## src/rtl/ctrl_pipeline.sv

```systemverilog
// ctrl_pipeline: ID/EX, EX/MEM, MEM/WB control stages with load-use stall, branch flush,
// operand forwarding selects and saturating stall/flush counters.
module ctrl_pipeline #(
  parameter int REG_AW = 5,
  parameter int CNT_W  = 16
) (
  input  logic              clk,
  input  logic              rst,
  input  logic              id_valid,
  input  logic              id_reg_write,
  input  logic              id_mem_write,
  input  logic              id_branch,
  input  logic              id_alu_src,
  input  logic              id_result_src,
  input  logic [1:0]        id_alu_op,
  input  logic [REG_AW-1:0] id_rs1,
  input  logic [REG_AW-1:0] id_rs2,
  input  logic [REG_AW-1:0] id_rd,
  input  logic              ex_zero,
  output logic              stall_fd,
  output logic              flush_d,
  output logic              pc_src,
  output logic              ex_alu_src,
  output logic [1:0]        ex_alu_op,
  output logic              mem_mem_write,
  output logic              wb_reg_write,
  output logic              wb_result_src,
  output logic [REG_AW-1:0] wb_rd,
  output logic [1:0]        fwd_a,
  output logic [1:0]        fwd_b,
  output logic [CNT_W-1:0]  stall_cnt,
  output logic [CNT_W-1:0]  flush_cnt
);
  typedef struct packed {
    logic              valid;
    logic              reg_write;
    logic              mem_write;
    logic              branch;
    logic              alu_src;
    logic              result_src;
    logic [1:0]        alu_op;
    logic [REG_AW-1:0] rs1;
    logic [REG_AW-1:0] rs2;
    logic [REG_AW-1:0] rd;
  } e_t;
  typedef struct packed {
    logic              valid;
    logic              reg_write;
    logic              mem_write;
    logic              result_src;
    logic [REG_AW-1:0] rd;
  } mw_t;
  e_t               e_q, e_d;
  mw_t              m_q, m_d, w_q;
  logic [CNT_W-1:0] stall_cnt_q, stall_cnt_d, flush_cnt_q, flush_cnt_d;
  function automatic logic [1:0] fwd_sel(input logic [REG_AW-1:0] rs);
    return (m_q.valid && m_q.reg_write && m_q.rd != '0 && m_q.rd == rs) ? 2'b10 :
           (w_q.valid && w_q.reg_write && w_q.rd != '0 && w_q.rd == rs) ? 2'b01 : 2'b00;
  endfunction
  always_comb begin
    stall_fd    = id_valid && e_q.valid && e_q.result_src && e_q.rd != '0 &&
                  (e_q.rd == id_rs1 || e_q.rd == id_rs2);
    pc_src      = e_q.valid && e_q.branch && ex_zero;
    flush_d     = pc_src;
    e_d         = (stall_fd || flush_d) ? '0 :
                  {id_valid, id_reg_write, id_mem_write, id_branch, id_alu_src, id_result_src,
                   id_alu_op, id_rs1, id_rs2, id_rd};
    m_d         = {e_q.valid, e_q.reg_write, e_q.mem_write, e_q.result_src, e_q.rd};
    stall_cnt_d = stall_cnt_q + CNT_W'(stall_fd && !(&stall_cnt_q));
    flush_cnt_d = flush_cnt_q + CNT_W'(flush_d && !(&flush_cnt_q));
    fwd_a       = fwd_sel(e_q.rs1);
    fwd_b       = fwd_sel(e_q.rs2);
  end
  always_ff @(posedge clk or posedge rst)
    if (rst) begin
      e_q         <= '0;
      m_q         <= '0;
      w_q         <= '0;
      stall_cnt_q <= '0;
      flush_cnt_q <= '0;
    end else begin
      e_q         <= e_d;
      m_q         <= m_d;
      w_q         <= m_q;
      stall_cnt_q <= stall_cnt_d;
      flush_cnt_q <= flush_cnt_d;
    end
  assign ex_alu_src    = e_q.valid && e_q.alu_src;
  assign ex_alu_op     = e_q.valid ? e_q.alu_op : 2'b00;
  assign mem_mem_write = m_q.valid && m_q.mem_write;
  assign wb_reg_write  = w_q.valid && w_q.reg_write;
  assign wb_result_src = w_q.valid && w_q.result_src;
  assign wb_rd         = w_q.valid ? w_q.rd : '0;
  assign stall_cnt     = stall_cnt_q;
  assign flush_cnt     = flush_cnt_q;
endmodule

```

## config.mk

```make
export PLATFORM = sky130hd
export DESIGN_NAME = ctrl_pipeline
export DESIGN_NICKNAME = d
export VERILOG_FILES = /design/src/rtl/ctrl_pipeline.sv
export SDC_FILE = /design/constraint.sdc
export NUM_CORES = 1
export LEC_CHECK = 0
export ABC_AREA = 1
export ABC_CLOCK_PERIOD_IN_PS = 3120
export CORE_MARGIN = 8
export CORE_UTILIZATION = 50
export DETAILED_ROUTE_END_ITERATION = 12
export PLACE_DENSITY_LB_ADDON = 0.2
export SLEW_MARGIN = 20
export SYNTH_ARGS = -nofsm -noshare
export SYNTH_HDL_FRONTEND = slang
export SYNTH_SLANG_ARGS = --single-unit
```

## constraint.sdc

```tcl
create_clock -name clk -period 3.12 [get_ports clk]
set_input_delay 0.624 -clock clk [delete_from_list [all_inputs] [get_ports clk]]
set_output_delay 0.624 -clock clk [all_outputs]
set_load 0.05 [all_outputs]
```

==> flow_metrics.py <==
metrics = {
    "global_routing": {
        "grt_pass1_wl_um": 11600,
        "grt_use_total_pct": 15.0,
        "antenna_found_initial": 0,
        "grt_max_degree": 47,
        "grt_remaining_overflow": 0,
        "first_global_vias": 2525,
    },
    "final_layout": {
        "mostFrequentLayoutCells": "dfrtp_1, clkdlybuf4s50_1, nand2_1, inv_1, nor2_1",
        "final_nets": 461,
        "area_delta_synth_final_pct": 31.3,
        "final_util_pct": 67.8,
        "drive_gt1_share_pct": 10.1,
        "num_antenna_cells": 0,
        "fillers": 516,
    },
    "clocking": {
        "cts_buffer_depth": 2,
        "h-tree-depth": 3,
        "cts.clk_slew.worst_paths_ps": 70,
        "cts_resized": 0,
        "numCtsBuffers": 9,
        "cts-root-buf": "clkbuf_8",
        "cts_hold_buf": 0,
        "cts_tree": "built",
        "insertion_delay_ps": 330,
        "clkSinkCount": 72,
        "cts_setup_buffers": 0,
    },
    "timing": {
        "finalSetupViolations": 0,
        "layout_min_cycle_time_ps": 2840,
        "tightest_slew_ps": 579,
        "skew_ps": 9.51,
        "final_hold_viol_count": 0,
        "slew_viol_final": 0,
        "period_share_pct": 90.9,
        "max-slew-margin-rel_pct": 61.3,
        "setup_tns_ps": 0,
        "fmax_mhz": 352,
        "rsz0062_at_grt": "no",
    },
    "floorplanning": {
        "pin_count": 76,
        "initial_core_util_pct": 51.7,
        "core-area_um2": 6350,
        "rows": 29,
        "die_height_um": 97,
        "die_x_um": 97,
        "die_area_um2": 9410,
    },
    "power_and_ir_drop": {
        "max-vdd-ir-drop_v": 0.000461,
        "swShare_pct": 30.4,
        "p_int_mw": 1.52,
        "combinationalPowerShare_pct": 19.7,
        "powerDensity_nw_per_um2": 507,
        "p_leak_nw": 2.16,
        "power_frac_clock_pct": 30.8,
        "p_switching_mw": 0.665,
        "seq_power_share_pct": 49.4,
    },
    "detailed_routing": {
        "drt-pass1-iter-count": 4,
        "vias": 2397,
        "wl_um": 6530,
        "drc": 0,
        "drt_iter0_drc": 74,
        "viasPerCell": 4.67,
        "postRouteAntennaNets": 0,
        "wl_per_cell_um": 12.7,
    },
    "critical_path": {
        "cp_data_arrival_time_ps": 2210,
        "r2r_end": "stall_cnt[14]$_DFF_PP0_",
        "critPathLaunchType": "flip-flop",
        "crit_type": "reg -> out",
        "critical-path-slowest-cell": "clkdlybuf4s50_1",
        "crit_required_ps": 2500,
        "cp_cell_sequence": "nor2_1, nand3b_1, nand3_1, inv_1, nand3b_1, nand2_1, nor2_1, clkdlybuf4s50_1",
        "ff2ff_setup_slack_ps": 960,
        "crit_fanout": 4,
        "r2r-start": "e_q[0]$_DFF_PP0_",
        "end_kind": "output pin",
        "r2r_cells": 14,
        "cpPeakStageDelay_ps": 810,
    },
    "yosys": {
        "ys_ff_latch": 72,
        "synth_area_um2": 3280,
        "syn_area_per_cell_um2": 9.45,
        "yosysSeqAreaShare_pct": 54.9,
        "yosysTopAreaCellShare_pct": 54.9,
        "yosys-top-cells-area": "dfrtp_1, xnor2_1, nand2_1",
        "synth_warnings": 0,
        "synth_top_area_cell": "dfrtp_1",
        "synth_cells": 347,
        "syn_nets": 377,
        "synth.distinct_cells": 22,
    },
    "hold_path": {
        "hold_path_class": "reg -> reg",
        "hold_depth": 0,
        "worstHoldStart": "e_q[21]$_DFF_PP0_",
        "hold_end": "m_q[7]$_DFF_PP0_",
    },
    "placed_design": {
        "hpwl_um": 5100,
        "io_buffers": 75,
        "gp_congestion": 0.811,
    },
    "outcome": {
        "status": "complete, no violations",
    },
    "run": {
        "max-cap-violations": 0,
    },
}
==> Yosys cell counts (all sizes together) <==
cell type  number
and3            1
nand2          72
ha              4
inv            58
nor3            3
o21ai           2
nand3           8
nand4           9
a41oi           1
buf             3
nand3b          3
xnor2          28
nor2           62
xor2           21
dfrtp          72
==> power by group through the flow <==
stage / clock network [mW] / registers (mW) / logic [mW]
after floorplan: 0 / 1.20 / 0.167
after global placement: 0 / 1.09 / 0.431
after detailed placement: 0 / 1.10 / 0.436
after CTS: 0.699 / 1.08 / 0.438
after global routing: 0.737 / 1.09 / 0.467
final: 0.673 / 1.08 / 0.431
==> layer usage <==
metal | share of wire (%) | global-route usage, %
met1 | 46 | 18.7
met3 | 6.9 | 5.76
met4 | 1.5 | 6.39
met2 | 46 | 22.4
met5 | 0 | 0
==> cell type report <==
type | count | area, um2 | area share (%)
Inverter | 58 | 218 | 5.05
Timing Repair Buffer | 76 | 776 | 18.0
Clock buffer | 14 | 173 | 4.01
Sequential cell | 72 | 1800 | 41.8
Tap cell | 77 | 96.3 | 2.24
Clock inverter | 2 | 12.5 | 0.290
Multi-Input combinational cell | 214 | 1230 | 28.6
==> how the worst max path moves through the flow <==
stage	endpoint	slack [ps]	cells after the start	startpoint
after detailed placement	stall_cnt[14]$_DFF_PP0_	280	16	id_rs2[1]
after CTS	fwd_a[0]	240	8	m_q[1]$_DFF_PP0_
after global routing	fwd_a[0]	170	8	m_q[0]$_DFF_PP0_
after floorplan	fwd_b[0]	190	4	m_q[0]$_DFF_PP0_
final	fwd_a[0]	280	8	m_q[1]$_DFF_PP0_
after global placement	stall_cnt[14]$_DFF_PP0_	330	16	id_rs2[1]
==> kinds of logic (layout without fill, tap and decap cells) <==
family	after synthesis	after routing	synth area share, %
buffers and inverters	61	150	7.55
flip-flops	72	72	54.9
AND/OR/NAND/NOR	158	158	22.3
XOR/XNOR	49	49	13.1
AO/OA/AOI/OAI	3	3	0.572
adder cells (fa/ha/maj)	4	4	1.53
==> worst max-delay path, delay by kind of cell, from the launching register on <==
family                 cells  cell delay, ps
flip-flops                 1             440
buffers and inverters      2             860
AND/OR/NAND/NOR            6             580
==> registers in the layout (all words and copies together) (netlist names) <==
name and cells:
flush_cnt 16, m_q 9, stall_cnt 16, e_q 23
w_q 8
==> stage by stage <==
stage / std cells / instance area (um2) / total power, mW / hold slack (ps) / worst slack, ps
final: 513 / 4310 / 2.18 / 339 / 283
after global routing: 513 / 4310 / 2.30 / 351 / 169
after floorplan: 347 / 3280 / 1.37 / 331 / 186
after detailed placement: 497 / 4120 / 1.53 / 335 / 276
after CTS: 513 / 4310 / 2.22 / 336 / 244
after global placement: 497 / 4120 / 1.53 / 335 / 329
No activity file was read; power rests on OpenSTA's default activity.
